[src/rtl/seg7_scan_driver.sv]
// Multiplexed common-cathode 7-segment driver: double-buffered BCD word,
// per-digit decode, optional leading-zero blanking and invalid-code flag.
module seg7_scan_driver #(
    parameter int DIGITS   = 4,
    parameter int PRESCALE = 4
) (
    input  logic                  clk,
    input  logic                  rst,
    input  logic                  load,
    input  logic [4*DIGITS-1:0]   Din,
    input  logic                  blank_lz,
    output logic [6:0]            seg,
    output logic [DIGITS-1:0]     an,
    output logic                  frame_done,
    output logic                  err
);

    localparam int CW = (PRESCALE > 2) ? $clog2(PRESCALE) : 1;
    localparam int IW = $clog2(DIGITS);
    localparam int DW = 4 * DIGITS;
    localparam logic [CW-1:0] CNT_LAST = CW'(PRESCALE - 1);
    localparam logic [IW-1:0] IDX_LAST = IW'(DIGITS - 1);

    function automatic logic [6:0] decode(input logic [3:0] code);
        logic [6:0] s;
        case (code)
            4'd0:    s = 7'h3F;
            4'd1:    s = 7'h06;
            4'd2:    s = 7'h5B;
            4'd3:    s = 7'h4F;
            4'd4:    s = 7'h66;
            4'd5:    s = 7'h6D;
            4'd6:    s = 7'h7D;
            4'd7:    s = 7'h07;
            4'd8:    s = 7'h7F;
            4'd9:    s = 7'h6F;
            default: s = 7'h40;
        endcase
        return s;
    endfunction

    function automatic logic any_invalid(input logic [DW-1:0] v);
        logic bad;
        bad = 1'b0;
        for (int i = 0; i < DIGITS; i++) begin
            if (v[4*i +: 4] > 4'd9) begin
                bad = 1'b1;
            end else begin
                bad = bad;
            end
        end
        return bad;
    endfunction

    logic [CW-1:0]     cnt_q, cnt_d;
    logic [IW-1:0]     idx_q, idx_d;
    logic [DW-1:0]     act_q, act_d;
    logic [DW-1:0]     pend_q, pend_d;
    logic              act_blz_q, act_blz_d;
    logic              pend_blz_q, pend_blz_d;
    logic              pend_vld_q, pend_vld_d;
    logic              err_q, err_d;
    logic [6:0]        seg_q, seg_d;
    logic [DIGITS-1:0] an_q, an_d;
    logic              fd_q, fd_d;

    logic              wrap_s;
    logic              commit_s;
    logic [3:0]        cur_s;
    logic [DIGITS-1:0] lz_s;
    logic              above_zero_s;

    assign wrap_s   = (cnt_q == CNT_LAST);
    assign commit_s = wrap_s && (idx_q == IDX_LAST);

    // State register for scan position, buffers and registered outputs
    always_ff @(posedge clk or posedge rst) begin
        if (rst) begin
            cnt_q      <= '0;
            idx_q      <= '0;
            act_q      <= '0;
            pend_q     <= '0;
            act_blz_q  <= 1'b0;
            pend_blz_q <= 1'b0;
            pend_vld_q <= 1'b0;
            err_q      <= 1'b0;
            seg_q      <= 7'h00;
            an_q       <= '0;
            fd_q       <= 1'b0;
        end else begin
            cnt_q      <= cnt_d;
            idx_q      <= idx_d;
            act_q      <= act_d;
            pend_q     <= pend_d;
            act_blz_q  <= act_blz_d;
            pend_blz_q <= pend_blz_d;
            pend_vld_q <= pend_vld_d;
            err_q      <= err_d;
            seg_q      <= seg_d;
            an_q       <= an_d;
            fd_q       <= fd_d;
        end
    end

    // Next-state: scan counters, pending capture and frame-boundary commit
    always_comb begin
        cnt_d      = wrap_s ? CW'(0) : cnt_q + CW'(1);
        idx_d      = idx_q;
        act_d      = act_q;
        act_blz_d  = act_blz_q;
        pend_d     = pend_q;
        pend_blz_d = pend_blz_q;
        pend_vld_d = pend_vld_q;
        err_d      = err_q;
        if (wrap_s) begin
            idx_d = (idx_q == IDX_LAST) ? IW'(0) : idx_q + IW'(1);
        end else begin
            idx_d = idx_q;
        end
        if (load) begin
            pend_d     = Din;
            pend_blz_d = blank_lz;
            pend_vld_d = 1'b1;
        end else begin
            pend_vld_d = pend_vld_q;
        end
        // A load on the commit edge bypasses the pending buffer
        if (commit_s) begin
            if (load) begin
                act_d     = Din;
                act_blz_d = blank_lz;
            end else if (pend_vld_q) begin
                act_d     = pend_q;
                act_blz_d = pend_blz_q;
            end else begin
                act_d     = act_q;
            end
            pend_vld_d = 1'b0;
            err_d      = any_invalid(act_d);
        end else begin
            err_d = err_q;
        end
    end

    // Output decode for the slot position currently held in the counters
    always_comb begin
        cur_s        = 4'd0;
        an_d         = '0;
        lz_s         = '0;
        above_zero_s = 1'b1;
        for (int i = 0; i < DIGITS; i++) begin
            if (idx_q == IW'(i)) begin
                cur_s   = act_q[4*i +: 4];
                an_d[i] = 1'b1;
            end else begin
                an_d[i] = 1'b0;
            end
        end
        // Any nonzero code, valid or not, ends the run of leading zeros
        for (int i = DIGITS - 1; i >= 1; i--) begin
            if (act_q[4*i +: 4] != 4'd0) begin
                above_zero_s = 1'b0;
            end else begin
                above_zero_s = above_zero_s;
            end
            lz_s[i] = above_zero_s;
        end
        if (cnt_q == CW'(0)) begin
            an_d  = '0;
            seg_d = 7'h00;
        end else if (act_blz_q && lz_s[idx_q]) begin
            seg_d = 7'h00;
        end else begin
            seg_d = decode(cur_s);
        end
        fd_d = commit_s;
    end

    assign seg        = seg_q;
    assign an         = an_q;
    assign frame_done = fd_q;
    assign err        = err_q;

endmodule

[config.mk]
export PLATFORM = sky130hd
export DESIGN_NAME = seg7_scan_driver
export DESIGN_NICKNAME = d
export VERILOG_FILES = /design/src/rtl/seg7_scan_driver.sv
export SDC_FILE = /design/constraint.sdc
export NUM_CORES = 1
export LEC_CHECK = 0
export BUFFER_PORTS_ARGS = -buffer_cell sky130_fd_sc_hd__clkbuf_2
export CORE_ASPECT_RATIO = 1.25
export CORE_MARGIN = 2
export CORE_UTILIZATION = 52
export CTS_BUF_LIST = sky130_fd_sc_hd__clkbuf_16
export DETAILED_ROUTE_END_ITERATION = 12
export PLACE_DENSITY = 0.74
export REMOVE_ABC_BUFFERS = 1
export SLEW_MARGIN = 10
export SYNTH_ARGS = -nofsm -noshare
export SYNTH_HDL_FRONTEND = slang
export SYNTH_SLANG_ARGS = --single-unit
[constraint.sdc]
create_clock -name clk -period 2.1 [get_ports clk]
set_clock_uncertainty 0.15 [all_clocks]
set_input_delay 0.63 -clock clk [delete_from_list [all_inputs] [get_ports clk]]
set_output_delay 0.63 -clock clk [all_outputs]
set_load 0.02 [all_outputs]
==> run_results.csv <==
group,metric,value,unit
cts,cts.sinks,52,
yosys,synth_edf_count,0,
floorplan,dieArea,0.00562,mm²
pwr,combPwrFrac,15.8,%
detailed_routing,vias,1961,
yosys,synth-main-ff-cell,"dfrtp_1",
worst_hold_path,holdCritPathClass,"in2async",
run,drv_cap,0,
cts,cts_tree,"yes",
yosys,postSynth.asyncResetShare,100,%
detailed_routing,drtIter0Drc,86,
sta,min_period,2.25,ns
sta,holdWs,0.217,ns
sta,rsz0062_at_grt,"true",
worst_setup_path,start_kind,"register",
cts,clk_pin_slew_worst_paths,0.06,ns
global_routing,grtUsageTotal,22.3,%
yosys,syn_area,0.00262,mm²
yosys,synth.yosys.seq_area_share,49.7,%
detailed_routing,detail-route-antenna-nets,0,
pwr,sequentialPowerShare,50.2,%
worst_setup_path,arrival,2.27,ns
floorplan,die_x,67.5,µm
detailed_routing,dr.pass1.iters,4,
pwr,power.density,670,mW/mm²
pwr,ir_drop,0.551,mV
outcome,status,"complete, but fails checks",
finish,drive_gt1_share,39.3,%
global_routing,gr-total-overflow,0,
detailed_routing,drc,0,
sta,slew_headroom,62.5,%
global_routing,grt_pass1_wl,9.56,mm
pwr,p_leak,1.62,nW
sta,post-route-period-util,107,%
detailed_routing,wirelength,5.81,mm
yosys,synth_seq_cells,52,
yosys,synth_area_leader_cell,"dfrtp_1",
sta,timing.final.ws_setup,-0.150,ns
global_routing,grt_antenna_before_repair,0,
finish,finalNetCount,336,
finish,antenna-diode-count,0,
pwr,switchingPower,0.000567,W
sta,slew_viol_final,0,
cts,cts-root-buf,"clkbuf_16",
worst_setup_path,cp_max_fo,8,
detailed_routing,wl_met3,172,µm
yosys,syn_inst,248,
pwr,p_int,0.00167,W
yosys,synth-warning-count,0,
yosys,synth_top_area_share,49.7,%
detailed_routing,dr.max_layer_used,"met4",
floorplan,start_util,54.6,%
worst_setup_path,r2r_cells,11,
detailed_routing,route.met2.wl,3.11,mm
cts,clockBufferDepth,2,
sta,hold_viol_final,0,
cts,numCtsBuffers,5,
finish,finalInstanceArea,0.00334,mm²
cts,insertion_delay,0.28,ns
cts,htree_levels,2,
pwr,p_total,0.00224,W
yosys,synth_cell_types,38,
floorplan,die_y,83.3,µm
floorplan,num_rows,28,
yosys,synthTopCellsByArea,"dfrtp_1 50%, mux2_2 9.0%, o21ai_0 5.9%",
pwr,switching_share,25.4,%
yosys,yosysMostFrequentCell,"dfrtp_1",
place,portBuffers,32,
floorplan,io_pins,33,
worst_setup_path,end_kind,"register",
worst_setup_path,rrSetupSlack,-0.15,ns
sta,worst_pin_slew,0.557,ns
detailed_routing,drt-vias-per-instance,5.37,
sta,fmaxAchievable,444,MHz
cts,cts_hold_buf,0,
worst_setup_path,crit_type,"reg2reg",
floorplan,core_region_area,0.00480,mm²
sta,setup_viol,7,
place,place.gp.congestion,0.867,
place,postPlaceCellArea,0.00297,mm²
global_routing,grt_max_degree,53,
finish,nFillCells,338,
yosys,syn_avg_cell_area,10.6,µm²
detailed_routing,wl_met1,2.30,mm
finish,area_growth,27.4,%
worst_setup_path,cp_data_required_time,2.12,ns
global_routing,grt_pass1_vias,2090,
place,dp.final_hpwl,3.90,mm
yosys,synth_common_cells,"52 x dfrtp_1, 31 x o21ai_0, 26 x inv_1",
pwr,pwr-share-clk,34.0,%
detailed_routing,wl_per_cell,15.9,µm
worst_setup_path,rr_startpoint,"idx_q[1]$_DFFE_PP0P_",
worst_setup_path,crit-reg2reg-capture,"seg[0]$_DFF_PP0_",
outcome,violations,"setup timing",
==> cells in the final DEF, fill, tap and decap left out, drive strengths merged, types with 2 or more instances in the layout <==
| master | Yosys | layout |
|---|---|---|
| nand3b | 5 | 5 |
| mux2i | 11 | 11 |
| buf | 7 | 28 |
| ha | 12 | 12 |
| nand2 | 25 | 25 |
| a21oi | 16 | 16 |
| mux2 | 23 | 23 |
| clkbuf | 4 | 37 |
| dfrtp | 52 | 52 |
| nor2 | 4 | 4 |
| nand3 | 2 | 2 |
| nor2b | 5 | 5 |
| nor4 | 2 | 2 |
| o21ai | 38 | 38 |
| inv | 26 | 28 |
==> cells by family after synthesis <==
group	after synthesis	synth area share [%]
AOI/OAI and AO/OA	65	14.7
muxes	34	14.2
adders and majority gates	12	5.73
DFF	52	49.7
buffers and inverters	37	5.97
and+or+nand+nor	48	9.70
==> how the worst max path moves through the flow <==
stage / startpoint / end / slack, ns / depth (start not counted)
floorplan: idx_q[0]$_DFFE_PP0P_ / seg[3]$_DFF_PP0_ / -0.14 / 11
global placement: idx_q[0]$_DFFE_PP0P_ / seg[4]$_DFF_PP0_ / -0.12 / 11
detailed placement: idx_q[0]$_DFFE_PP0P_ / seg[5]$_DFF_PP0_ / -0.25 / 11
CTS: idx_q[0]$_DFFE_PP0P_ / seg[5]$_DFF_PP0_ / -0.004 / 10
global route: idx_q[1]$_DFFE_PP0P_ / seg[0]$_DFF_PP0_ / -0.19 / 11
finish: idx_q[1]$_DFFE_PP0P_ / seg[0]$_DFF_PP0_ / -0.15 / 11
==> power by group through the flow <==
| stage | Clock (W) | Sequential (W) | Combinational (W) |
|---|---|---|---|
| floorplan | 0 | 0.00113 | 0.000197 |
| global placement | 0 | 0.00114 | 0.000294 |
| detailed placement | 0 | 0.00114 | 0.000306 |
| CTS | 0.000769 | 0.00112 | 0.000330 |
| global route | 0.000814 | 0.00113 | 0.000394 |
| finish | 0.000760 | 0.00112 | 0.000353 |
==> state kept, by name (all words and copies together), names as in the netlist <==
register and cells:
act_blz_q 1, act_q 16, an 4, cnt_q 2, err 1, frame_done 1, idx_q 2, pend_blz_q 1
pend_q 16, pend_vld_q 1, seg 7
==> through the flow <==
step	worst slack [ns]	setup TNS, ns	util (%)	std cells
after floorplan	-0.140	-0.438	-	237
after global placement	-0.115	-0.479	61.9	349
after detailed placement	-0.249	-1.21	61.9	349
after CTS	-0.00359	-0.00359	68.0	363
after global routing	-0.192	-0.871	69.5	365
final	-0.150	-0.334	69.5	365
==> routing by layer <==
| layer | global-route usage, % | vias up |
|---|---|---|
| li1 | - | 956 |
| met3 | 4.34 | 19 |
| met1 | 25.6 | 937 |
| met4 | 10.2 | 0 |
| met5 | 0 | - |
| met2 | 38.6 | 49 |
==> worst max-delay path, stage by stage, from the launching register on <==
cell	delay (ns)
dfrtp_1	0.40
buf_6	0.14
ha_4	0.19
a21oi_2	0.14
o21ai_2	0.08
a22oi_2	0.27
buf_6	0.17
buf_4	0.12
ha_2	0.18
a21oi_2	0.03
o21ai_1	0.15
a21oi_1	0.09
==> cell type report <==
| cell class | instances | area, µm² | share of cell area, % |
|---|---|---|---|
| well taps | 60 | 75.1 | 2.25 |
| clock buffers | 5 | 125 | 3.75 |
| repair buffers | 60 | 410 | 12.3 |
| clock inverters | 3 | 11.3 | 0.338 |
| flip-flops and latches | 52 | 1300 | 39.0 |
| multi-input cells | 159 | 1310 | 39.2 |
| inverters | 26 | 105 | 3.15 |
==> repair_timing <==
| item | in CTS | in global routing |
|---|---|---|
| setup endpoints to repair | 7 | 7 |
| buffers inserted | 6 | 2 |
| pin swaps | 11 | 12 |
| gates resized for setup | 31 | 12 |
Note: power is estimated with default switching activity, not from simulation.
